--- src/rtl/riscv_pkg.sv ---
// Shared pipeline definitions: stage indices, controller state encoding, NOP.
package riscv_pkg;

  // Pipeline register indices as seen by the stall/bubble vectors
  localparam int unsigned STG_PC     = 0;
  localparam int unsigned STG_IF_ID  = 1;
  localparam int unsigned STG_ID_EX  = 2;
  localparam int unsigned STG_EX_MEM = 3;
  localparam int unsigned STG_WB     = 4;

  // Canonical NOP (addi x0, x0, 0) loaded into a bubbled register
  localparam logic [31:0] NOP_INSN = 32'h0000_0013;

  typedef enum logic {
    ST_RUN  = 1'b0,
    ST_PEND = 1'b1
  } ctrl_state_e;

endpackage

--- src/rtl/pipe_ctrl_hazard_detect.sv ---
// Load-use hazard compare between a producing load and the ID-stage reads.
// Ports:
//   i_load      producer is a load
//   i_wd        producer destination register
//   i_re1/i_re2 consumer reads rs1/rs2
//   i_rs1/i_rs2 consumer source registers
//   o_hazard    consumer must wait for the load result
module hazard_detect #(
  parameter int unsigned REG_ADDR_W = 5
) (
  input  logic                  i_load,
  input  logic [REG_ADDR_W-1:0] i_wd,
  input  logic                  i_re1,
  input  logic [REG_ADDR_W-1:0] i_rs1,
  input  logic                  i_re2,
  input  logic [REG_ADDR_W-1:0] i_rs2,
  output logic                  o_hazard
);

  // x0 is never a real dependency
  assign o_hazard = i_load && (i_wd != '0) &&
                    ((i_re1 && (i_rs1 == i_wd)) || (i_re2 && (i_rs2 == i_wd)));

endmodule

--- src/rtl/pipe_ctrl.sv ---
// Pipeline stall/flush controller: merges stall requests and load-use
// hazards, applies (or defers) EX redirects, and keeps perf counters plus a
// stall watchdog.
// Ports:
//   clk, rst               clock, async active-low reset
//   stallreq_i             per-stage "not done" requests
//   id_*/ex_load_i/ex_wd_i load-use hazard inputs
//   redirect_i/_pc_i       taken branch/jump from EX
//   perf_clr_i             clear counters and timeout
//   stall_o/bubble_o       hold / NOP-load per pipeline register (same cycle)
//   pc_load_o/pc_o         PC redirect (same cycle)
//   pend_o                 a redirect is waiting on a downstream stall
//   timeout_o              sticky watchdog flag
//   stall_cnt_o/flush_cnt_o performance counters
module pipe_ctrl
  import riscv_pkg::*;
#(
  parameter int unsigned NUM_STAGES = 5,
  parameter int unsigned REG_ADDR_W = 5,
  parameter int unsigned PC_W       = 32,
  parameter int unsigned CNT_W      = 32,
  parameter int unsigned MAX_STALL  = 15
) (
  input  logic                  clk,
  input  logic                  rst,
  input  logic [NUM_STAGES-1:0] stallreq_i,
  input  logic                  id_re1_i,
  input  logic                  id_re2_i,
  input  logic [REG_ADDR_W-1:0] id_rs1_i,
  input  logic [REG_ADDR_W-1:0] id_rs2_i,
  input  logic                  ex_load_i,
  input  logic [REG_ADDR_W-1:0] ex_wd_i,
  input  logic                  redirect_i,
  input  logic [PC_W-1:0]       redirect_pc_i,
  input  logic                  perf_clr_i,
  output logic [NUM_STAGES-1:0] stall_o,
  output logic [NUM_STAGES-1:0] bubble_o,
  output logic                  pc_load_o,
  output logic [PC_W-1:0]       pc_o,
  output logic                  pend_o,
  output logic                  timeout_o,
  output logic [CNT_W-1:0]      stall_cnt_o,
  output logic [CNT_W-1:0]      flush_cnt_o
);

  localparam int unsigned RUN_W = $clog2(MAX_STALL + 1);

  ctrl_state_e             r_state, w_state_nxt;
  logic [PC_W-1:0]         r_pend_pc, w_pend_pc_nxt;
  logic [PC_W-1:0]         w_target;
  logic [NUM_STAGES-1:0]   w_req, w_stall_vec, w_bubble_vec;
  logic                    w_lu, w_blk, w_apply, w_pend, w_any_stall;
  logic [RUN_W-1:0]        r_run;
  logic                    r_timeout;
  logic [CNT_W-1:0]        r_stall_cnt, r_flush_cnt;

  hazard_detect #(.REG_ADDR_W(REG_ADDR_W)) u_hazard_detect (
    .i_load   (ex_load_i),
    .i_wd     (ex_wd_i),
    .i_re1    (id_re1_i),
    .i_rs1    (id_rs1_i),
    .i_re2    (id_re2_i),
    .i_rs2    (id_rs2_i),
    .o_hazard (w_lu)
  );

  // Load-use stalls the IF/ID register alongside any explicit request
  always_comb begin
    w_req            = stallreq_i;
    w_req[STG_IF_ID] = stallreq_i[STG_IF_ID] | w_lu;
  end

  assign w_blk = |w_req[NUM_STAGES-1:STG_ID_EX];

  // Hold everything at or upstream of the highest request; bubble just below it
  always_comb begin
    w_stall_vec  = '0;
    w_bubble_vec = '0;
    w_stall_vec[NUM_STAGES-1] = w_req[NUM_STAGES-1];
    for (int s = NUM_STAGES - 2; s >= 0; s--) begin
      w_stall_vec[s] = w_req[s] | w_stall_vec[s+1];
    end
    for (int s = 1; s < NUM_STAGES; s++) begin
      w_bubble_vec[s] = w_req[s-1] & ~w_stall_vec[s];
    end
  end

  // Redirect FSM: apply at once unless EX or later is stalled, else defer
  always_comb begin
    w_state_nxt   = r_state;
    w_pend_pc_nxt = r_pend_pc;
    w_target      = redirect_pc_i;
    w_apply       = 1'b0;
    w_pend        = 1'b0;
    case (r_state)
      ST_RUN: begin
        if (redirect_i) begin
          if (w_blk) begin
            w_state_nxt   = ST_PEND;
            w_pend_pc_nxt = redirect_pc_i;
            w_pend        = 1'b1;
          end else begin
            w_apply = 1'b1;
          end
        end
      end
      ST_PEND: begin
        // EX keeps re-asserting the same redirect while held; use the latched PC
        w_target = r_pend_pc;
        if (w_blk) begin
          w_pend = 1'b1;
        end else begin
          w_apply     = 1'b1;
          w_state_nxt = ST_RUN;
        end
      end
      default: w_state_nxt = ST_RUN;
    endcase
  end

  // Same-cycle outputs; an applied redirect kills the ID instruction, so its
  // stalls are dropped and IF/ID, ID/EX take NOPs
  always_comb begin
    stall_o   = '0;
    bubble_o  = '0;
    pc_load_o = 1'b0;
    pc_o      = '0;
    pend_o    = 1'b0;
    if (rst) begin
      pend_o = w_pend;
      if (w_apply) begin
        pc_load_o           = 1'b1;
        pc_o                = w_target;
        bubble_o[STG_IF_ID] = 1'b1;
        bubble_o[STG_ID_EX] = 1'b1;
      end else begin
        stall_o  = w_stall_vec;
        bubble_o = w_bubble_vec & ~w_stall_vec;
      end
    end
  end

  assign w_any_stall = |stall_o;

  // FSM state and deferred redirect target
  always_ff @(posedge clk or negedge rst) begin
    if (!rst) begin
      r_state   <= ST_RUN;
      r_pend_pc <= '0;
    end else begin
      r_state   <= w_state_nxt;
      r_pend_pc <= w_pend_pc_nxt;
    end
  end

  // Performance counters and stall watchdog
  always_ff @(posedge clk or negedge rst) begin
    if (!rst) begin
      r_stall_cnt <= '0;
      r_flush_cnt <= '0;
      r_run       <= '0;
      r_timeout   <= 1'b0;
    end else if (perf_clr_i) begin
      r_stall_cnt <= '0;
      r_flush_cnt <= '0;
      r_run       <= '0;
      r_timeout   <= 1'b0;
    end else begin
      if (w_any_stall) begin
        r_stall_cnt <= r_stall_cnt + CNT_W'(1);
      end
      if (w_apply) begin
        r_flush_cnt <= r_flush_cnt + CNT_W'(1);
      end
      if (w_any_stall) begin
        if (r_run != RUN_W'(MAX_STALL)) begin
          r_run <= r_run + RUN_W'(1);
        end
        // This stall cycle is the MAX_STALL-th in a row (or beyond)
        if (r_run >= RUN_W'(MAX_STALL - 1)) begin
          r_timeout <= 1'b1;
        end
      end else begin
        r_run <= '0;
      end
    end
  end

  assign timeout_o   = r_timeout;
  assign stall_cnt_o = r_stall_cnt;
  assign flush_cnt_o = r_flush_cnt;

endmodule

--- config.mk ---
export PLATFORM = sky130hd
export DESIGN_NAME = pipe_ctrl
export DESIGN_NICKNAME = d
export VERILOG_FILES = /design/src/rtl/riscv_pkg.sv /design/src/rtl/pipe_ctrl_hazard_detect.sv /design/src/rtl/pipe_ctrl.sv
export SDC_FILE = /design/constraint.sdc
export NUM_CORES = 1
export LEC_CHECK = 0
export CELL_PAD_IN_SITES_DETAIL_PLACEMENT = 1
export CELL_PAD_IN_SITES_GLOBAL_PLACEMENT = 2
export CORE_UTILIZATION = 29
export CTS_BUF_LIST = sky130_fd_sc_hd__clkbuf_16
export DETAILED_ROUTE_END_ITERATION = 7
export PLACE_DENSITY = 0.84
export SYNTH_ARGS = -nofsm -noshare
export SYNTH_HDL_FRONTEND = slang
export SYNTH_SLANG_ARGS = --single-unit
--- constraint.sdc ---
create_clock -name clk -period 2.11 [get_ports clk]
set_input_delay 0.211 -clock clk [delete_from_list [all_inputs] [get_ports clk]]
set_output_delay 0.211 -clock clk [all_outputs]
set_load 0.03 [all_outputs]
==> report_table.html <==
<table>
<tr><th>Metric</th><th>Value</th></tr>
<tr><th colspan="2">Status</th></tr>
<tr><td>Result of the run</td><td>complete, no violations</td></tr>
<tr><th colspan="2">Cells and area</th></tr>
<tr><td>Post-route core utilization</td><td>42.8%</td></tr>
<tr><td>Antenna Diode Count</td><td>0</td></tr>
<tr><td>Final Instance Area</td><td>8360 µm²</td></tr>
<tr><td>Share of layout cells above drive strength 1</td><td>23.1%</td></tr>
<tr><td>Area growth from synthesis to layout</td><td>44.3%</td></tr>
<tr><td>Final #Nets</td><td>849</td></tr>
<tr><th colspan="2">Synth</th></tr>
<tr><td>Sequential area share after synthesis</td><td>44.0%</td></tr>
<tr><td>Area share of fa/ha/maj cells after synthesis</td><td>0.864%</td></tr>
<tr><td>Post-synthesis compound-gate area fraction</td><td>5.81%</td></tr>
<tr><td>Multiplexer share of the synthesized area</td><td>17.6%</td></tr>
<tr><td>Per-instance average area after synthesis</td><td>9.77 µm²</td></tr>
<tr><td>Simple-gate share of the synthesized area</td><td>22.5%</td></tr>
<tr><td>Post-synthesis cell count</td><td>593</td></tr>
<tr><td>Syn Nets</td><td>656</td></tr>
<tr><td>Register bit total from synthesis</td><td>102</td></tr>
<tr><td>Number of distinct library cells after synthesis</td><td>43</td></tr>
<tr><td>Cell Area, Synth</td><td>5800 µm²</td></tr>
<tr><td>Combinational family with the most area after synthesis</td><td>simple AND/OR/NAND/NOR gates</td></tr>
<tr><td>Xor and xnor area share after synthesis</td><td>5.59%</td></tr>
<tr><td>YS warnings</td><td>0</td></tr>
<tr><th colspan="2">STA</th></tr>
<tr><td>Max-slew violation count</td><td>0</td></tr>
<tr><td>Post-Route Setup TNS</td><td>0 ns</td></tr>
<tr><td>FMAX</td><td>0.488 GHz</td></tr>
<tr><td># setup viols final</td><td>0</td></tr>
<tr><td>Post-layout minimum cycle time</td><td>2.05 ns</td></tr>
<tr><td>Slew HR</td><td>60.0%</td></tr>
<tr><td>Fin Clk Skew</td><td>0.00837 ns</td></tr>
<tr><td>Minimum hold slack</td><td>0.0421 ns</td></tr>
<tr><td>Final period utilization</td><td>97.2%</td></tr>
<tr><td>Unrepaired setup endpoints after global routing</td><td>yes</td></tr>
<tr><td>Number of hold-slack violations in the final timing report</td><td>0</td></tr>
<tr><td>Slew of the pin with the lowest slew margin</td><td>0.601 ns</td></tr>
<tr><th colspan="2">Clock network</th></tr>
<tr><td>Insertion delay of the later-clocked pin in the worst-skew pair</td><td>0.35 ns</td></tr>
<tr><td>H-Tree Depth</td><td>3</td></tr>
<tr><td>Clock buffers created by TritonCTS</td><td>9</td></tr>
<tr><td>Max clock buf depth</td><td>2</td></tr>
<tr><td>Clock transition at the register clock pins on the worst setup and hold paths after CTS</td><td>0.08 ns</td></tr>
<tr><td>TritonCTS clock tree</td><td>yes</td></tr>
<tr><td>Clk root buf</td><td>clkbuf_16</td></tr>
<tr><td>Number of sinks driven by the clock tree</td><td>102</td></tr>
<tr><th colspan="2">Routing</th></tr>
<tr><td>Residual antenna-violating net count after detailed routing</td><td>0</td></tr>
<tr><td>Initial DRT Pass Iterations</td><td>4</td></tr>
<tr><td>Total wirelength of the detailed-routed design</td><td>18.0 mm</td></tr>
<tr><td>Total number of vias</td><td>5134</td></tr>
<tr><td>Starting DRC count in detailed routing</td><td>166</td></tr>
<tr><td>Post-detailed-route via-to-cell ratio</td><td>4.86</td></tr>
<tr><td>DR WL/cell</td><td>17.0 µm</td></tr>
<tr><td>DRC</td><td>0</td></tr>
<tr><th colspan="2">Place</th></tr>
<tr><td>Hpwl dp</td><td>13.2 mm</td></tr>
<tr><td>Final GP Congestion</td><td>0.827</td></tr>
<tr><td>Placed instance area</td><td>7970 µm²</td></tr>
<tr><td>Number of buffers added on ports</td><td>166</td></tr>
<tr><th colspan="2">Global routing</th></tr>
<tr><td>All-Layer GR Usage</td><td>18.2%</td></tr>
<tr><td>Global-route wire length before repair</td><td>29.2 mm</td></tr>
<tr><td>Antenna violations before repair</td><td>0</td></tr>
<tr><td>Number of global-route vias before repair</td><td>5467</td></tr>
<tr><td>Largest net degree at the start of global routing</td><td>55</td></tr>
<tr><td>Overflow left after global routing</td><td>0</td></tr>
<tr><th colspan="2">Die</th></tr>
<tr><td>Starting Density</td><td>29.7%</td></tr>
<tr><td>Rows</td><td>51</td></tr>
<tr><td>Area inside the core boundary</td><td>19500 µm²</td></tr>
<tr><td>Die area</td><td>20600 µm²</td></tr>
<tr><td>Y dimension of the die</td><td>143 µm</td></tr>
<tr><td>Number of primary I/O pins</td><td>168</td></tr>
<tr><td>Width of the die</td><td>143 µm</td></tr>
<tr><th colspan="2">Worst hold path</th></tr>
<tr><td>Worst hold path class</td><td>in -&gt; async</td></tr>
<tr><th colspan="2">Worst setup path</th></tr>
<tr><td>Critical path cell sequence</td><td>clkdlybuf4s50_1 &gt; xnor2_1 &gt; nand4_1 &gt; o22ai_2 &gt; buf_4 &gt; and2_4 &gt; nor2_4 &gt; inv_2 &gt; buf_12</td></tr>
<tr><td>Largest fanout on the critical path</td><td>7</td></tr>
<tr><td>Crit path required time</td><td>1.90 ns</td></tr>
<tr><td>Data arrival time at the worst-slack endpoint</td><td>1.84 ns</td></tr>
<tr><td>Endpoint type of the worst setup path</td><td>output port</td></tr>
<tr><td>Crit Path Category</td><td>in -&gt; out</td></tr>
<tr><td>Crit-path max cell delay</td><td>0.50 ns</td></tr>
<tr><td>Type of element launching the critical path</td><td>primary input</td></tr>
<tr><td>Crit-path slowest cell</td><td>clkdlybuf4s50_1</td></tr>
<tr><th colspan="2">Power</th></tr>
<tr><td>Final Total Pwr</td><td>4.75 mW</td></tr>
<tr><td>Leakage power total</td><td>3.80 nW</td></tr>
<tr><td>Maximum vdd ir drop</td><td>0.355 mV</td></tr>
<tr><td>Power per unit of standard cell area</td><td>567 nW/µm²</td></tr>
<tr><th colspan="2">Flow run</th></tr>
<tr><td>Reported max-cap violation count</td><td>0</td></tr>
</table>
## flip-flops by register name, indices dropped and copies added (netlist names)
register     flops
timeout_o        1
r_run            4
r_state          1
stall_cnt_o     32
r_pend_pc       32
flush_cnt_o     32
## logic make-up (layout without fill, tap and decap cells)
logic type,Yosys count,in the layout
AND/OR/NAND/NOR,252,252
flip-flops,102,102
multiplexers,94,94
AO/OA/AOI/OAI,61,61
buffers and inverters,42,240
XOR/XNOR,37,37
adder cells (fa/ha/maj),4,4
other,1,1
## placed cells by master, fill, tap and decap left out, drive strengths merged, types with 16 or more instances in the layout
cell type,instances
a21oi,37
and3,20
buf,91
clkdlybuf4s50,119
dfrtp,102
mux2,62
mux2i,32
nand2,24
nand3,30
nor2,99
nor2b,30
o21ai,16
xor2,22
## critical path, delay by kind of cell
family / cells / cell delay, ns
buffers and inverters: 4 / 0.85
and+or+nand+nor: 3 / 0.37
AOI/OAI and AO/OA: 1 / 0.28
xor gates and xnor gates: 1 / 0.13
## where the power goes
group	leakage, nW	switching, mW	internal (mW)
logic	2.30	0.416	0.445
clock network	0.143	0.831	0.830
registers	1.35	0.0946	2.13
## routing by layer
metal  global-route usage [%]  vias up  routed length [µm]
met5                        0        -                   0
met4                     6.89        0                 405
met3                     3.47       25                 672
met2                     32.6      100                9330
met1                     21.6     2574                7580
li1                         -     2435                   -
## path summary, 6_finish.rpt
path                                                 start                           to  slack (ns)  depth (start not counted)
worst max-delay path                           id_rs1_i[0]                   stall_o[0]        0.06                          9
worst min-delay path                                   rst   stall_cnt_o[9]$_DFFE_PN0P_        0.04                          2
worst max register to register  stall_cnt_o[0]$_DFFE_PN0P_  stall_cnt_o[16]$_DFFE_PN0P_        0.15                          7
worst min register to register   r_pend_pc[22]$_DFFE_PN0P_    r_pend_pc[22]$_DFFE_PN0P_        0.51                          1
max in group asynchronous                              rst     r_pend_pc[3]$_DFFE_PN0P_        1.34                          3
min in group clk                                perf_clr_i  stall_cnt_o[22]$_DFFE_PN0P_        0.38                          3
## layout make-up
| cell class | count | area (µm²) |
|---|---|---|
| clock inverter | 7 | 63.8 |
| clock buffer | 9 | 225 |
| fill | 2248 | 11200 |
| inverter | 6 | 22.5 |
| tap | 265 | 332 |
| timing repair buffer | 218 | 2050 |
| multi-input combinational | 449 | 3110 |
| sequential | 102 | 2550 |
## synthesized netlist by cell type
library cell  number  area share, %
a2111oi_0          2           0.30
a21boi_0           1           0.13
a21o_1             1           0.13
a21oi_1           37            3.2
and2_1             8           0.86
and3_1            20            2.2
and4_1             8            1.2
buf_2              4           0.35
buf_4              5           0.65
buf_6              3           0.58
clkbuf_1          23            1.5
clkbuf_2           1          0.086
conb_1             1          0.065
dfrtp_1          102             44
ha_1               4           0.86
inv_1              6           0.39
mux2_1            12            2.3
mux2_2            50            9.7
mux2i_1           32            5.5
nand2_1           23            1.5
nand2_2            1           0.11
nand3_1           30            2.6
nand4_1           13            1.4
nand4_2            1           0.22
nand4_4            1           0.37
nor2_1            99            6.4
nor2b_1           30            3.2
nor3_1             6           0.52
nor3_4             3           0.84
nor3b_1            1           0.13
o211ai_1           1           0.13
o21a_1             1           0.13
o21ai_0           13            1.1
o21ai_1            1          0.086
o21ai_2            2           0.30
o21ba_2            1           0.17
o22ai_1            1           0.11
or2_2              1           0.11
or3_1              5           0.54
or3_4              1           0.19
or4_1              1           0.13
xnor2_1           15            2.3
xor2_1            22            3.3
## stage by stage
stage	setup WS (ns)	std cells
floorplan	0.0184	593
global placement	-0.560	1037
detailed placement	-0.636	1037
CTS	0.0156	1055
global route	-0.0588	1056
finish	0.0599	1056
## what timing repair did
item	CTS	global route
endpoints found under the setup margin	40	18
pin swaps	6	6
resized for setup	27	11
endpoints found under the hold margin	22	0
setup buffers	1	1
hold buffers	2	0
Note: power is estimated with default switching activity, not from simulation.
